**src/rtl/truth_table_extractor_if.sv**
```systemverilog
// Term stream between the extractor and its consumer: one index per handshake.
interface truth_table_extractor_if #(parameter int N = 4);
    logic         term_valid;
    logic         term_ready;
    logic [N-1:0] term_index;

    modport master (output term_valid, output term_index, input term_ready);
    modport slave  (input term_valid, input term_index, output term_ready);
endinterface

```
**src/rtl/truth_table_extractor.sv**
```systemverilog
// Sweeps all 2^N FUT inputs, captures the truth table, then streams minterm/maxterm indices.
// Latency 1+2^N+2^N cycles start-to-done plus consumer stalls; term stream holds under backpressure.
module truth_table_extractor #(
    parameter int N = 4
) (
    input  logic                clk,
    input  logic                rst_n,
    input  logic                start,
    input  logic                sel_pos,
    output logic [N-1:0]        fut_in,
    input  logic                fut_out,
    output logic [(1<<N)-1:0]   mask,
    output logic [N:0]          ones_count,
    output logic                busy,
    output logic                done,
    truth_table_extractor_if.master term
);

    typedef enum logic [1:0] {S_IDLE, S_SCAN, S_EMIT, S_DONE} state_t;

    state_t       state, state_nxt;
    logic [N-1:0] idx;
    logic [N-1:0] ptr;
    logic         sel_q;
    logic         match;
    logic         adv;

    // fut_in is the scan counter itself, so the FUT sees idx in the very cycle it is captured
    assign fut_in = idx;

    always_comb begin
        match           = (mask[ptr] != sel_q);
        adv             = (!match) || term.term_ready;
        state_nxt       = state;
        busy            = 1'b0;
        done            = 1'b0;
        term.term_valid = 1'b0;
        term.term_index = ptr;
        case (state)
            S_IDLE: begin
                if (start) state_nxt = S_SCAN;
            end
            S_SCAN: begin
                busy = 1'b1;
                if (idx == {N{1'b1}}) state_nxt = S_EMIT;
            end
            S_EMIT: begin
                busy            = 1'b1;
                term.term_valid = match;
                if (adv && (ptr == {N{1'b1}})) state_nxt = S_DONE;
            end
            S_DONE: begin
                done      = 1'b1;
                state_nxt = S_IDLE;
            end
            default: state_nxt = S_IDLE;
        endcase
    end

    always_ff @(posedge clk or negedge rst_n) begin
        if (!rst_n) state <= S_IDLE;
        else        state <= state_nxt;
    end

    always_ff @(posedge clk or negedge rst_n) begin
        if (!rst_n) begin
            idx        <= '0;
            ptr        <= '0;
            sel_q      <= 1'b0;
            mask       <= '0;
            ones_count <= '0;
        end else begin
            case (state)
                S_IDLE: begin
                    if (start) begin
                        sel_q      <= sel_pos;
                        mask       <= '0;
                        ones_count <= '0;
                        idx        <= '0;
                        ptr        <= '0;
                    end
                end
                S_SCAN: begin
                    mask[idx]  <= fut_out;
                    ones_count <= ones_count + {{N{1'b0}}, fut_out};
                    // wraps back to 0 after the last input, leaving fut_in at its idle value
                    idx        <= idx + 1'b1;
                end
                S_EMIT: begin
                    if (adv) ptr <= ptr + 1'b1;
                end
                default: ;
            endcase
        end
    end

endmodule
```
**src/flat_wrapper.sv**
```systemverilog
// flat-port wrapper written by rule: the top's interface ports become plain ports
module truth_table_extractor_flat 
#(
    parameter int N = 4
)
  (clk, rst_n, start, sel_pos, fut_in, fut_out, mask, ones_count, busy, done, term_term_valid, term_term_index, term_term_ready);
  truth_table_extractor_if #(.N(N)) term_i ();
  input  logic clk;
  input  logic rst_n;
  input  logic start;
  input  logic sel_pos;
  output logic [N-1:0] fut_in;
  input  logic fut_out;
  output logic [(1<<N)-1:0] mask;
  output logic [N:0] ones_count;
  output logic busy;
  output logic done;
  output wire logic [$bits(term_i.term_valid)-1:0] term_term_valid;
  output wire logic [$bits(term_i.term_index)-1:0] term_term_index;
  input wire logic [$bits(term_i.term_ready)-1:0] term_term_ready;
  assign term_term_valid = term_i.term_valid;
  assign term_term_index = term_i.term_index;
  assign term_i.term_ready = term_term_ready;
  truth_table_extractor #(.N(N)) u_core (.clk(clk), .rst_n(rst_n), .start(start), .sel_pos(sel_pos), .fut_in(fut_in), .fut_out(fut_out), .mask(mask), .ones_count(ones_count), .busy(busy), .done(done), .term(term_i));
endmodule
```
**config.mk**
```make
export PLATFORM = sky130hd
export DESIGN_NAME = truth_table_extractor_flat
export DESIGN_NICKNAME = d
export VERILOG_FILES = /design/src/rtl/truth_table_extractor_if.sv /design/src/rtl/truth_table_extractor.sv /design/src/flat_wrapper.sv
export SDC_FILE = /design/constraint.sdc
export NUM_CORES = 1
export LEC_CHECK = 0
export CAP_MARGIN = 20
export CORE_UTILIZATION = 40
export CTS_CLUSTER_DIAMETER = 150
export DETAILED_ROUTE_END_ITERATION = 8
export PLACE_DENSITY = 0.74
export SYNTH_ARGS = -nofsm -noshare
export SYNTH_HDL_FRONTEND = slang
export SYNTH_SLANG_ARGS = --single-unit
```
**constraint.sdc**
```tcl
create_clock -name clk -period 3.9 [get_ports clk]
set_input_delay 0.975 -clock clk [delete_from_list [all_inputs] [get_ports clk]]
set_output_delay 0.975 -clock clk [all_outputs]
set_load 0.005 [all_outputs]
```
### After elaboration in Yosys (flattened, before gate mapping)

Cells that the tools add are included.

* flip-flop bits (word level): 32
* output and inout bits: 32
* word-level logic and storage cells: 54

* $add $sub $neg: 3
* $lt $le $gt $ge: 3
* equality and inequality tests: 10
* mux-type cells: 20
* reduce and logical (&&, ||, !) cells: 12

Operators by type and width (number)
* $pmux W16 S2: 1
* $bwmux W16: 1
* $mux W16: 1
* $pmux W4 S2: 2
* $lt A4 B5 Y1 const B: 2
* $pmux W5 S2: 1
* $add A4 B1 Y4 const B: 2
* $eq A4 B4 Y1 const B: 2
* $mux W4: 2
* $pmux W2 S4: 1
* $mux W2: 3
* $ne A2 B1 Y1 const B: 3
* $reduce_and A3 Y1: 2
* $add A5 B1 Y5: 1
* $mux W1: 5
* $mux W5: 1
* $bmux W1 S4: 1
* $demux W1 S4: 1
* $eq A2 B2 Y1 const B: 2
* $ge A4 B1 Y1 const B: 1
* $reduce_and A2 Y1: 2
* $reduce_bool A2 Y1: 2
* $eq A2 B1 Y1 const B: 1
* $logic_and A1 B1 Y1: 2
* other kinds (6): 6

### Longest topological paths before layout

Gate-level depths: netlist of run 1.

* depth after elaboration: 8
* gate-level depth with buffers: 9
* gate-level depth less buffers: 8

### Least setup slack after synthesis of run 1

OpenSTA, ideal clock, no wires.

* path kind: register to output
* start point: register u_core.ptr[1] (netlist: u_core.term.term_index[1])
* end point: output port term_term_valid
* data arrival time: 1676 ps
* slack: 1249 ps
* stages on the path, launching flop included: 7
* cell sequence: dfrtp_1 buf_6 mux4_1 mux2i_1 mux2i_1 xor2_1 and2_1

* cells in the longest elaborated chain, start to end: 4

RTL lines
* start: declaration: RTL line truth_table_extractor.sv:23 `logic [N-1:0] ptr;`
* start signal: assignment: RTL line truth_table_extractor.sv:90 `if (adv) ptr <= ptr + 1'b1;`
* $bmux W1 S4: RTL line truth_table_extractor.sv:32 `match = (mask[ptr] != sel_q);`
* $mux W1 (not written as such): RTL line truth_table_extractor.sv:32
* $ne A1 B1 Y1: RTL line truth_table_extractor.sv:32
* $mux W1: RTL line truth_table_extractor.sv:39 `case (state)`
* end: declaration: RTL line flat_wrapper.sv:18 `output wire logic [$bits(term_i.term_valid)-1:0] term_term_valid;`

No other way between the ends. The select of a mux whose other input is x is not followed.

### Final worst setup path of run 1

Same ends and word-level chain as after synthesis.

==> flow_metrics.tcl, run 1 <==
set metrics [dict create \
    die_x_um 70.9 \
    gr-total-overflow 0 \
    syn_area_per_cell_sq_um 9.94 \
    fin_area_sq_mm 0.00239 \
    peakVddDrop_mv 0.326 \
    yosys_warnings 0 \
    num_vias 1497 \
    cap_violations 0 \
    clock_path_buffers 2 \
    cts.repair.resized 0 \
    drv_slew 0 \
    drtAntennaViolNets 0 \
    violations "design-rule violations" \
    tns_ns 0 \
    cts.sinks 32 \
    worst-path-max-fanout 11 \
    drt_iter0_drc 89 \
    ctsRootBufferMaster "clkbuf_8" \
    hpwl_um 3070 \
    area_growth_pct 26.1 \
    drcViolationCount 2 \
    port_buffers 37 \
    mostFrequentLayoutCells "clkdlybuf4s50_1, dfrtp_1, nor2_1" \
    hold_violations 0 \
    coreArea_sq_mm 0.00444 \
    tightestPinTransition_ns 0.560 \
    grt_max_degree 33 \
    antenna_found_initial 0 \
    crit_path_start_kind "flip-flop" \
    cp.arrival_ns 2.68 \
    setup_viol 0 \
    hp-class "flip-flop to flip-flop" \
    power_mw 1.69 \
    crit_path_end_kind "output port" \
    worstPathCellList "mux4_1 > mux2i_1 > mux2i_1 > xor2_1 > and2_1 > clkdlybuf4s50_1" \
    hold_slack_ns 0.526 \
    io_pins 38 \
    cpPeakStageDelay_ns 0.62 \
    fmax_ghz 0.274 \
    power_density_mw_per_mm2 708 \
    slew_headroom_pct 62.5 \
    syn_nets 208 \
    cts_buffers 5 \
    period_minus_slack_ns 3.65 \
    grt_setup_unrepaired "false" \
    worstPathRequired_ns 2.92 \
    final_nets 245 \
    antennaDiodeCount 0 \
    synth_cells 191 \
    leakage_nw 1.11 \
    layout_commonest_cell "clkdlybuf4s50_1" \
    synthesis.area_sq_mm 0.00190 \
    start_util_pct 42.7 \
    cts.hold.buffers_added 0 \
    routed_wl_um 4270 \
    wl_per_cell_um 15.2 \
    ys_types 32 \
    grt_pass1_vias 1544 \
    worstSkewPairLatency_ns 0.28 \
    post_cts_buffers 0 \
    firstDrtPassIters 6 \
    cts_tree "done" \
    grt_pass1_wl_um 7490 \
    drive_gt1_share_pct 8.73 \
    path_class "flip-flop to output port" \
    place_area_sq_mm 0.00230 \
    ys_seq_area_share_pct 42.2 \
    num_rows 24 \
    ys_seq_elements 32 \
    crit_top_cell "mux2i_1" \
    status "finished with violations" \
    fin_crit_sh_pct 93.7 \
    fp.dieH_um 70.9 \
    final_util_pct 53.9 \
    grt_usage_pct 18.8 \
    clk_pin_slew_ns 0.07 \
    critical-path-slowest-cell "dfrtp_1" \
    viasPerCell 5.33 \
    htree_levels 2 \
    skew_ns 0.00788 \
    gp_congestion 0.832 \
    die_area_sq_mm 0.00502 \
]
[where the power goes]
group	internal (mW)	total [mW]	switching [mW]	leakage (nW)
clock	0.141	0.266	0.125	0.0510
sequential	0.438	0.585	0.148	0.427
combinational	0.452	0.844	0.392	0.636
total	1.03	1.69	0.664	1.11
[cells by family after synthesis]
logic type | synth area share (%)
xor+xnor | 2.77
compound gates | 6.92
flops | 42.2
mux | 17.1
fa+ha+maj | 7.25
buf+inv | 3.69
simple gates | 20.1
[cell usage after synthesis]
cell       instances  area, sq um
o211ai_1           1         7.51
and2_1             4         25.0
mux4_2             1         22.5
a221o_1            1         10.0
inv_1              4         15.0
nor2_1            26         97.6
ha_1              11          138
mux2i_1           19          190
nand2b_1           2         12.5
a31o_2             1         8.76
o21ai_0            9         45.0
a21oi_1            1         5.00
or2_2              1         6.26
mux4_1             2         52.6
nor3_1             2         10.0
clkbuf_8           1         13.8
nand2_2            1         6.26
nand2_1           19         71.3
nand3_1           17         85.1
a22o_1             3         26.3
nand4_1            3         18.8
or4_1              2         15.0
o2111ai_1          1         8.76
a32o_1             2         20.0
buf_6              1         11.3
clkbuf_1           8         30.0
mux2i_2            1         13.8
nor3b_1            2         15.0
mux2_2             4         45.0
xor2_1             6         52.6
dfrtp_1           32          801
nor2b_1            3         18.8
[flip-flops by register name (all words and copies together) (netlist names)]
signal                  cells
u_core.term.term_index      4
u_core.fut_in               4
u_core.state                2
u_core.sel_q                1
u_core.ones_count           5
u_core.mask                16
[through the flow]
step / setup slack, ns / std cells
global placement: 0.615 / 273
finish: 0.246 / 281
floorplan: 1.25 / 191
detailed placement: 0.554 / 273
CTS: 0.247 / 281
global route: 0.113 / 281
[final timing paths]
kind	from	end	slack [ns]	cells after the start
worst min register to register	u_core.mask[12]	u_core.mask[12]	0.53	2
worst min-delay path	u_core.mask[12]	u_core.mask[12]	0.53	2
max in group asynchronous	rst_n	u_core.fut_in[3]	2.50	2
worst max register to register	u_core.term.term_index[1]	u_core.term.term_index[3]	1.22	6
worst max-delay path	u_core.term.term_index[1]	term_term_valid	0.25	6
min in group asynchronous	rst_n	u_core.mask[10]	1.09	2
[metal layers]
layer  vias up  part of all wire, %  track usage [%]
met5         -                    0                0
met4         0                 0.66             5.33
met3         4                  5.1             4.70
met2        42                   48             30.0
met1       711                   47             25.4
li1        740                    -                -
[area by class of cell]
type                            count  area [sq um]
Inverter                            4          15.0
Fill cell                         428          2050
Clock inverter                      2          10.0
Clock buffer                        6          82.6
Sequential cell                    32           801
Tap cell                           52          65.1
Multi-Input combinational cell    145          1030
Timing Repair Buffer               40           393
[critical path, delay by kind of cell (launching register included)]
kind | cells | cell delay (ns)
buffers and inverters | 1 | 0.49
flip-flops | 1 | 0.62
AND/OR/NAND/NOR | 1 | 0.13
multiplexers | 3 | 1.03
XOR/XNOR | 1 | 0.13
(Power assumes the default switching activity.)
==> run 2: changes to the inputs <==
--- a/config.mk
+++ b/config.mk
@@ -9,7 +9,9 @@
 export CORE_UTILIZATION = 40
 export CTS_CLUSTER_DIAMETER = 150
 export DETAILED_ROUTE_END_ITERATION = 8
-export PLACE_DENSITY = 0.74
+export DONT_BUFFER_PORTS = 1
+export HOLD_SLACK_MARGIN = 0.06
+export PLACE_DENSITY = 0.63
 export SYNTH_ARGS = -nofsm -noshare
 export SYNTH_HDL_FRONTEND = slang
 export SYNTH_SLANG_ARGS = --single-unit
==> flow_metrics.tcl, run 2 (synthesized netlist as in run 1, its figures left out) <==
set metrics [dict create \
    grt_usage_pct 17.9 \
    drt_iter0_drc 76 \
    violations "design-rule violations" \
    hold_violations 0 \
    p_int_mw 0.930 \
    wl_per_cell_um 17.1 \
    coreArea_sq_mm 0.00444 \
    grt_pass1_vias 1319 \
    hp-class "primary input to asynchronous set/reset pin" \
    path_class "flip-flop to output port" \
    layout_commonest_cell "dfrtp_1" \
    die_area_sq_mm 0.00502 \
    clock_path_buffers 2 \
    sw_frac_of_total_pct 40.5 \
    antennaDiodeCount 0 \
    largest_register_ffs 16 \
    io_pins 38 \
    clkPwrFrac_pct 22.6 \
    final_nets 206 \
    viasPerCell 5.66 \
    grt_max_degree 33 \
    worst-path-max-fanout 11 \
    antenna_found_initial 0 \
    status "finished with violations" \
    r2r_setup_slack_ns 1.26 \
    num_vias 1369 \
    drive_gt1_share_pct 9.47 \
    comb_power_share_pct 38.5 \
    die_x_um 70.9 \
    mostFrequentLayoutCells "dfrtp_1, nor2_1, mux2i_1, nand2_1, nand3_1" \
    num_rows 24 \
    fp.dieH_um 70.9 \
    start_util_pct 42.7 \
    top_regs "u_core.mask x16, u_core.ones_count x5" \
    dp_slack_ns 0.992 \
    cts.repair.resized 0 \
    worstPathRequired_ns 2.92 \
    cp.arrival_ns 2.25 \
    power_switching_mw 0.633 \
    drcViolationCount 6 \
    cts.hold.buffers_added 0 \
    fin_crit_sh_pct 82.6 \
    leakage_nw 0.986 \
    cap_violations 0 \
    worstSkewPairLatency_ns 0.28 \
    cts.sinks 32 \
    hpwl_um 2970 \
    cts_buffers 5 \
    tns_ns 0 \
    p_seq_share_pct 39.0 \
    grt_pass1_wl_um 6910 \
    port_buffers 0 \
    drv_slew 0 \
    crit_path_end_kind "output port" \
    slew_headroom_pct 42.9 \
    grt_setup_unrepaired "false" \
    ctsRootBufferMaster "clkbuf_8" \
    area_growth_pct 7.58 \
    firstDrtPassIters 6 \
    period_minus_slack_ns 3.22 \
    htree_levels 2 \
    clk_pin_slew_ns 0.07 \
    n_fill_cell 423 \
    gp_congestion 0.776 \
    regMostFlops "u_core.mask" \
    post_cts_buffers 0 \
    tightestPinTransition_ns 0.853 \
    peakVddDrop_mv 0.310 \
    power_density_mw_per_mm2 765 \
    fmax_ghz 0.311 \
    cts_tree "done" \
    drtAntennaViolNets 0 \
    skew_ns 0.00481 \
    timing.final.ws_setup_ns 0.680 \
    setup_viol 0 \
    crit_path_start_kind "flip-flop" \
    routed_wl_um 4140 \
    gr-total-overflow 0 \
]
==> run 2: cell types whose count changed in the layout (fill, tap and decap cells not counted), sizes merged <==
cell,change
clkdlybuf4s50,-37
buf,-2
clkinv,-2
bufinv,+1
clkbuf,+1
==> run 2: stage by stage <==
step | area (sq um) | total power [mW] | hold slack, ns | util, % | instances
2_1_floorplan | 1900 | 1.08 | 0.505 | - | 191
3_3_place_gp | 1920 | 1.22 | 0.550 | 43.1 | 234
3_5_place_dp | 1920 | 1.23 | 0.550 | 43.1 | 234
4_1_cts | 2040 | 1.58 | 0.369 | 45.9 | 242
5_1_grt | 2040 | 1.68 | 0.361 | 45.9 | 242
6_report | 2040 | 1.56 | 0.376 | 45.9 | 242
==> run 2: path summary, 6_finish.rpt <==
kind                                            from                         to  depth (start not counted)
max in group asynchronous                      rst_n            u_core.mask[13]                          0
min in group clk                u_core.ones_count[4]       u_core.ones_count[4]                          2
setup reg to reg           u_core.term.term_index[1]  u_core.term.term_index[3]                          6
hold reg to reg                 u_core.ones_count[4]       u_core.ones_count[4]                          2
setup / recovery           u_core.term.term_index[1]            term_term_valid                          5
hold / removal                                 rst_n  u_core.term.term_index[3]                          0
==> run 2: power groups by stage <==
stage,logic (mW),clock network [mW],registers [mW]
after floorplan,0.540,0,0.539
after global placement,0.596,0,0.620
after detailed placement,0.610,0,0.617
after CTS,0.611,0.360,0.611
after global routing,0.678,0.375,0.630
final,0.601,0.352,0.609
==> run 2: worst max-delay path: stages (launching register included) <==
cell	delay [ns]
dfrtp_1	0.66
mux4_1	0.61
mux2i_1	0.23
mux2i_1	0.13
xor2_1	0.16
and2_1	0.18
==> run 2: layer usage <==
metal	vias up	routed length [um]	track usage, %
met3	6	303	6.84
met5	-	0	0
met1	657	1980	23.7
li1	671	-	-
met2	35	1830	27.0
met4	0	36	6.00
==> run 2: layout make-up <==
class	count	area [sq um]	area share, %
clock buffer	7	96.3	4.72
clock inverter	1	30.0	1.47
multi-input combinational	145	1030	50.3
inverter	4	15.0	0.735
timing repair buffer	1	7.51	0.368
tap	52	65.1	3.19
sequential	32	801	39.2
==> run 3: changes to the inputs <==
==> constraint.sdc (replaced) <==
create_clock -name clk -period 3.3 [get_ports clk]
set_input_delay 0.825 -clock clk [delete_from_list [all_inputs] [get_ports clk]]
set_output_delay 0.825 -clock clk [all_outputs]
set_load 0.005 [all_outputs]
==> flow_metrics.tcl, run 3 (synthesized netlist as in run 1, its figures left out) <==
set metrics [dict create \
    sw_frac_of_total_pct 42.8 \
    slew_headroom_pct 65.0 \
    comb_power_share_pct 41.5 \
    wl_per_cell_um 17.1 \
    final_util_pct 45.6 \
    peakVddDrop_mv 0.357 \
    p_seq_share_pct 40.3 \
    worstPathRequired_ns 2.47 \
    hp-class "primary input to asynchronous set/reset pin" \
    power_density_mw_per_mm2 880 \
    area_growth_pct 6.66 \
    viasPerCell 5.68 \
    cts.hold.buffers_added 0 \
    ctsRootBufferMaster "clkbuf_8" \
    clk_pin_slew_ns 0.07 \
    drt_iter0_drc 61 \
    regMostFlops "u_core.mask" \
    status "finished with violations" \
    path_class "flip-flop to output port" \
    drive_gt1_share_pct 9.90 \
    fmax_ghz 0.337 \
    num_rows 24 \
    r2r_setup_slack_ns 0.76 \
    tns_ns 0 \
    hold_violations 0 \
    skew_ns 0.00751 \
    worstSkewPairLatency_ns 0.29 \
    clkPwrFrac_pct 18.2 \
    final_cells 244 \
    gp_congestion 0.782 \
    antennaDiodeCount 0 \
    cts_tree "done" \
    tightestPinTransition_ns 0.522 \
    clock_path_buffers 2 \
    crit_path_start_kind "flip-flop" \
    start_util_pct 42.7 \
    drv_slew 0 \
    violations "design-rule violations" \
    drcViolationCount 6 \
    grt_pass1_vias 1345 \
    port_buffers 0 \
    worst-path-max-fanout 7 \
    leakage_nw 0.976 \
    mostFrequentLayoutCells "dfrtp_1, nor2_1, mux2i_1, nand2_1, nand3_1" \
    cts.sinks 32 \
    grt_max_degree 33 \
    antenna_found_initial 0 \
    post_cts_buffers 0 \
    grt_usage_pct 18.3 \
    layout_commonest_cell "dfrtp_1" \
    top_regs "u_core.mask x16, u_core.ones_count x5" \
    fin_crit_sh_pct 89.9 \
    timing.rr.end "u_core.term.term_index[3]" \
    period_minus_slack_ns 2.97 \
    final_nets 208 \
    p_int_mw 1.02 \
    fp.dieH_um 70.9 \
    die_x_um 70.9 \
    rr_worst_depth 6 \
    die_area_sq_mm 0.00502 \
    place_area_sq_mm 0.00193 \
    fin_area_sq_mm 0.00202 \
    hpwl_um 3010 \
    largest_register_ffs 16 \
    cp.arrival_ns 2.14 \
    cts_buffers 5 \
    firstDrtPassIters 6 \
    htree_levels 2 \
    drtAntennaViolNets 0 \
    routed_wl_um 4180 \
    power_mw 1.78 \
    grt_pass1_wl_um 6890 \
    grt_setup_unrepaired "false" \
    dp_slack_ns 0.682 \
    coreArea_sq_mm 0.00444 \
    setup_viol 0 \
    dp.cells 236 \
    n_fill_cell 447 \
    timing.final.ws_setup_ns 0.335 \
    power_switching_mw 0.763 \
    crit_path_end_kind "output port" \
    num_vias 1386 \
    cts.repair.resized 0 \
    gr-total-overflow 0 \
    cap_violations 0 \
    r2r_start "u_core.term.term_index[1]" \
    io_pins 38 \
    hold_slack_ns 0.222 \
]
==> run 3: changes by cell type in the layout (fill, tap and decap cells not counted) <==
cell,before,now
clkbuf_8,7,6
buf_4,1,3
clkinvlp_4,0,1
clkbuf_1,0,1
bufinv_16,1,0
==> run 3: power by group through the flow <==
stage | registers, mW | logic (mW) | clock network (mW)
after floorplan | 0.637 | 0.638 | 0
after global placement | 0.724 | 0.735 | 0
after detailed placement | 0.725 | 0.743 | 0
after CTS | 0.718 | 0.747 | 0.332
after global routing | 0.740 | 0.833 | 0.349
final | 0.717 | 0.740 | 0.324
==> run 3: how the worst max path moves through the flow <==
stage	slack, ns	depth (start not counted)	endpoint	startpoint
floorplan	0.80	6	term_term_valid	u_core.term.term_index[1]
global placement	0.72	5	term_term_valid	u_core.term.term_index[1]
detailed placement	0.68	5	term_term_valid	u_core.term.term_index[1]
CTS	0.33	5	term_term_valid	u_core.term.term_index[1]
global route	0.27	5	term_term_valid	u_core.term.term_index[1]
finish	0.33	5	term_term_valid	u_core.term.term_index[1]
==> run 3: final cells by class <==
type / count / area (sq um) / area share, %
sequential: 32 / 801 / 39.6
tap: 52 / 65.1 / 3.21
clock buffer: 7 / 86.3 / 4.26
timing repair buffer: 3 / 22.5 / 1.11
multi-input combinational: 145 / 1030 / 50.7
clock inverter: 1 / 7.51 / 0.371
inverter: 4 / 15.0 / 0.742
==> run 3: worst max-delay path, stage by stage, from the launching register on <==
cell	delay, ns
dfrtp_1	0.53
mux4_1	0.61
mux2i_1	0.23
mux2i_1	0.13
xor2_1	0.19
and2_1	0.17
==> run 3: layer usage <==
layer	global-route usage (%)	up-vias	part of all wire (%)
li1	-	672	-
met1	24.7	675	47
met2	27.9	35	45
met3	5.27	4	6.4
met4	7.33	0	1.4
met5	0	-	0
